### config.mk
export PLATFORM = sky130hd
export DESIGN_NAME = sar_search
export DESIGN_NICKNAME = d
export VERILOG_FILES = /design/src/rtl/sar_search.sv
export SDC_FILE = /design/constraint.sdc
export NUM_CORES = 1
export LEC_CHECK = 0
export CORE_AREA = 2 2 57 59
export DETAILED_ROUTE_END_ITERATION = 16
export DIE_AREA = 0 0 59 61
export GPL_TIMING_DRIVEN = 0
export HOLD_SLACK_MARGIN = 0.05
export RECOVER_POWER = 100
export SYNTH_ARGS = -nofsm -noshare
export SYNTH_HDL_FRONTEND = slang
export SYNTH_SLANG_ARGS = --single-unit
### constraint.sdc
create_clock -name clk -period 2.85 [get_ports clk]
set_input_delay 0.4275 -clock clk [delete_from_list [all_inputs] [get_ports clk]]
set_output_delay 0.4275 -clock clk [all_outputs]
set_load 0.01 [all_outputs]
### src/rtl/sar_search.sv
`default_nettype none
// ============================================================================
// Module   : sar_search
// Purpose  : Successive-approximation search controller. Resolves the hidden
//            operand of an external magnitude comparator MSB first.
// Revision : 1.0 - initial release
// ============================================================================
module sar_search #(
  parameter int W = 6
) (
  input  logic         clk,
  input  logic         rst_n,
  input  logic         start,
  input  logic         abort,
  input  logic         g_in,
  input  logic         e_in,
  output logic [W-1:0] trial,
  output logic         busy,
  output logic         done,
  output logic [W-1:0] result,
  output logic         exact
);

  localparam int                IDXW       = (W > 2) ? $clog2(W) : 1;
  localparam logic [IDXW-1:0]   c_IDX_MSB  = IDXW'(W - 1);
  localparam logic [IDXW-1:0]   c_IDX_ONE  = IDXW'(1);
  localparam logic [IDXW-1:0]   c_IDX_ZERO = '0;
  localparam logic [W-1:0]      c_TRIAL0   = {1'b1, {(W-1){1'b0}}};

  typedef enum logic [1:0] {
    S_IDLE = 2'd0,
    S_SRCH = 2'd1,
    S_CHK  = 2'd2
  } state_t;

  state_t            r_state, w_state;
  logic [IDXW-1:0]   r_idx,   w_idx;
  logic [W-1:0]      r_trial, w_trial;
  logic [W-1:0]      r_result, w_result;
  logic              r_exact, w_exact;
  logic              r_done,  w_done;

  always_ff @(posedge clk or negedge rst_n) begin
    if (!rst_n) begin
      r_state  <= S_IDLE;
      r_idx    <= c_IDX_MSB;
      r_trial  <= '0;
      r_result <= '0;
      r_exact  <= 1'b0;
      r_done   <= 1'b0;
    end else begin
      r_state  <= w_state;
      r_idx    <= w_idx;
      r_trial  <= w_trial;
      r_result <= w_result;
      r_exact  <= w_exact;
      r_done   <= w_done;
    end
  end

  always_comb begin
    w_state  = r_state;
    w_idx    = r_idx;
    w_trial  = r_trial;
    w_result = r_result;
    w_exact  = r_exact;
    w_done   = 1'b0;
    case (r_state)
      S_IDLE: begin
        if (start) begin
          w_state = S_SRCH;
          w_trial = c_TRIAL0;
          w_idx   = c_IDX_MSB;
        end
      end
      S_SRCH: begin
        if (abort) begin
          w_state = S_IDLE;
        end else if (e_in) begin
          w_result = r_trial;
          w_exact  = 1'b1;
          w_done   = 1'b1;
          w_state  = S_IDLE;
        end else begin
          // Keep the tentative bit only if the trial was not above the target.
          w_trial[r_idx] = ~g_in;
          if (r_idx != c_IDX_ZERO) begin
            w_trial[r_idx - c_IDX_ONE] = 1'b1;
            w_idx = r_idx - c_IDX_ONE;
          end else begin
            w_state = S_CHK;
          end
        end
      end
      S_CHK: begin
        if (abort) begin
          w_state = S_IDLE;
        end else begin
          w_result = r_trial;
          w_exact  = e_in;
          w_done   = 1'b1;
          w_state  = S_IDLE;
        end
      end
      default: w_state = S_IDLE;
    endcase
  end

  assign trial  = r_trial;
  assign result = r_result;
  assign exact  = r_exact;
  assign done   = r_done;
  assign busy   = (r_state == S_SRCH) || (r_state == S_CHK);

endmodule
`default_nettype wire

==> impl_metrics.env <==
export IMPL_synth_top_area_share_pct=36.6
export IMPL_drv_cap=0
export IMPL_cts_tree="done"
export IMPL_grt_pass1_wl_mm=3.61
export IMPL_numClockSinks=19
export IMPL_antenna_cells=0
export IMPL_drive_gt1_share_pct=10.7
export IMPL_p_seq_share_pct=32.6
export IMPL_die_w_um=59
export IMPL_path_max_fanout=10
export IMPL_met3_usage_pct=1.28
export IMPL_skew_ns=0.00553
export IMPL_yosys_warnings=0
export IMPL_syn_area_per_cell_um2=11.9
export IMPL_clockRootBuffer="clkbuf_4"
export IMPL_hp_class="register to register"
export IMPL_syn_inst=98
export IMPL_hold_viol=0
export IMPL_status="finished, final reports clean"
export IMPL_synth_fp_nets=109
export IMPL_synth_area_leader_cell="dfrtp_1"
export IMPL_setup_violations=0
export IMPL_cp_top_family="flip-flops"
export IMPL_io_buffers=20
export IMPL_slowest_delay_ns=0.64
export IMPL_fp_row_count=20
export IMPL_wl_per_cell_um=14.7
export IMPL_internal_power_uw=874
export IMPL_grt_usage_pct=13.5
export IMPL_synth_top_family_by_area="simple AND/OR/NAND/NOR gates"
export IMPL_use_met1_pct=17.9
export IMPL_gp_congestion=0.805
export IMPL_crit_path_end_kind="register"
export IMPL_path_cells="buf_2 > inv_1 > ha_1 > ha_1 > or4bb_1 > a211oi_1 > o22a_1"
export IMPL_crit_type="register to register"
export IMPL_critPathRequiredTime_ns=3.09
export IMPL_grt_pass1_vias=791
export IMPL_ys_flop_type="dfrtp_1"
export IMPL_max_freq_mhz=397
export IMPL_cts_buffer_depth=2
export IMPL_ioPinCount=21
export IMPL_dr_first_iter_drc_count=14
export IMPL_num_vias=871
export IMPL_clockPowerShare_pct=9.6
export IMPL_crit_top_cell="ha_1"
export IMPL_post_cts_setup_buffers=0
export IMPL_combPwrFrac_pct=57.9
export IMPL_ctsResizeCount=0
export IMPL_grt_max_degree=20
export IMPL_p_leak_uw=0.000584
export IMPL_placed_cells=151
export IMPL_synth_area_top_cells="dfrtp_1 (37%), mux2_1 (8.7%), ha_1 (5.4%)"
export IMPL_worstPathArrival_ns=2.76
export IMPL_drt_pass1_iterations=4
export IMPL_critical_path_slowest_cell="dfstp_1"
export IMPL_dpl_worst_slack_ns=0.419
export IMPL_path_buf_inv=2
export IMPL_fin_cells=155
export IMPL_dp_hpwl_mm=1.65
export IMPL_slew_headroom_pct=42.8
export IMPL_final_cell_mix="dfrtp_1 (17), dlygate4sd3_1 (16), mux2_1 (9)"
export IMPL_synth_simple_area_share_pct=19.2
export IMPL_slew_violations=0
export IMPL_synth_edff_count=0
export IMPL_synth_fa_ha_area_share_pct=5.38
export IMPL_setup_tns_ns=0
export IMPL_cts_inserted_buffers=3
export IMPL_synth_compound_area_share_pct=17.3
export IMPL_p_sw_share_pct=39.1
export IMPL_netlist_area_um2=1160
export IMPL_async_flop_share_pct=100
export IMPL_worstMarginPinSlew_ns=0.855
export IMPL_gr_usage_met2_pct=22.1
export IMPL_synth_cell_types=39
export IMPL_core_area_um2=2950
export IMPL_clk_latency_ns=0.30
export IMPL_ys_ff_latch=19
export IMPL_vias_per_cell=5.62
export IMPL_postLayoutCoreUtil_pct=48.0
export IMPL_yosysSeqAreaShare_pct=41.1
export IMPL_fp_dieH_um=61
export IMPL_clk_pin_slew_worst_paths_ns=0.10
export IMPL_ctsHtreeMaxLevel=1
export IMPL_synth_mux_area_share_pct=11.6
export IMPL_totalPowerFinal_uw=1440
export IMPL_start_util_pct=39.4
export IMPL_powerDensity_nw_per_um2=1010
export IMPL_layout_commonest_cell="dfrtp_1"
export IMPL_grt_busiest_layer="met2"
export IMPL_drc=0
export IMPL_layout_setup_ws_ns=0.332
export IMPL_peakVddDrop_v=0.000327
export IMPL_synthXorXnorAreaFrac_pct=0
export IMPL_wirelength_mm=2.28
export IMPL_min_period_over_period_pct=88.3
export IMPL_area_growth_pct=21.9
export IMPL_nets=134
export IMPL_start_kind="register"
export IMPL_antenna_found_initial=0
export IMPL_rsz0062_at_grt="false"
export IMPL_power_switching_uw=562
export IMPL_postRouteAntennaNets=0
export IMPL_holdBufCountCts=0
export IMPL_period_needed_ns=2.52
export IMPL_grt_remaining_overflow=0
export IMPL_die_area_um2=3600
## routing by layer
layer / up-vias / share of wire [%]
li1: 431 / -
met1: 420 / 49
met2: 16 / 47
met3: 4 / 2.8
met4: 0 / 1.9
met5: - / 0
## worst reg2reg max path: cells and delay by family, from the launching register on
family                     cells  cell delay (ns)
adders and majority gates      2             0.56
and+or+nand+nor                1             0.52
AOI/OAI and AO/OA              2             0.40
DFF                            1             0.64
buffers and inverters          2             0.35
## final cells by class
type	instances	area [µm²]
tap	33	41.3
fill	292	1540
buffer	5	35.0
timing repair buffer	20	200
inverter	7	26.3
sequential	19	478
clock buffer	4	26.3
multi-input combinational	67	609
## power by group through the flow
stage | Clock (µW) | Combinational, µW | Sequential, µW
detailed placement | 0 | 885 | 479
finish | 137 | 831 | 468
floorplan | 0 | 545 | 505
global route | 155 | 902 | 488
CTS | 145 | 887 | 475
global placement | 0 | 874 | 474
## logic make-up (layout without fill, tap and decap cells)
| kind of cell | after synthesis | after routing |
|---|---|---|
| AO/OA/AOI/OAI | 23 | 23 |
| adder cells (fa/ha/maj) | 5 | 5 |
| buffers and inverters | 12 | 36 |
| flip-flops | 19 | 19 |
| multiplexers | 12 | 12 |
| AND/OR/NAND/NOR | 27 | 27 |
## state kept, by name, summed over array words and instances (netlist names)
register and cells:
done 1, exact 1, r_idx 3, r_state 2, result 6, trial 6
## stage by stage
stage | cell area [µm²] | hold WS (ns)
2_1_floorplan | 1160 | 0.132
3_3_place_gp | 1400 | 0.465
3_5_place_dp | 1400 | 0.478
4_1_cts | 1430 | 0.503
5_1_grt | 1420 | 0.521
6_report | 1420 | 0.490
## synth_stat cells (2+ instances only)
| cell type | instances |
|---|---|
| a211oi_1 | 4 |
| a21oi_1 | 5 |
| a221o_1 | 4 |
| buf_2 | 2 |
| buf_6 | 2 |
| dfrtp_1 | 17 |
| dfstp_2 | 2 |
| ha_1 | 5 |
| inv_1 | 7 |
| mux2_1 | 9 |
| mux2i_1 | 2 |
| nand2_1 | 3 |
| nand2b_1 | 2 |
| o311a_1 | 4 |
| or4b_1 | 4 |
| or4bb_1 | 3 |
## worst paths after layout
check	startpoint	end	slack (ns)	cells after the start
min in group asynchronous	rst_n	trial[2]$_DFFE_PN0P_	0.67	1
hold / removal	result[5]$_DFFE_PN0P_	result[5]$_DFFE_PN0P_	0.49	1
max in group asynchronous	rst_n	result[5]$_DFFE_PN0P_	1.65	1
setup reg to reg	r_idx[0]$_DFFE_PN1P_	trial[4]$_DFFE_PN0P_	0.33	7
setup / recovery	r_idx[0]$_DFFE_PN1P_	trial[4]$_DFFE_PN0P_	0.33	7
hold reg to reg	result[5]$_DFFE_PN0P_	result[5]$_DFFE_PN0P_	0.49	1
Power figures use the tool's default switching activity.
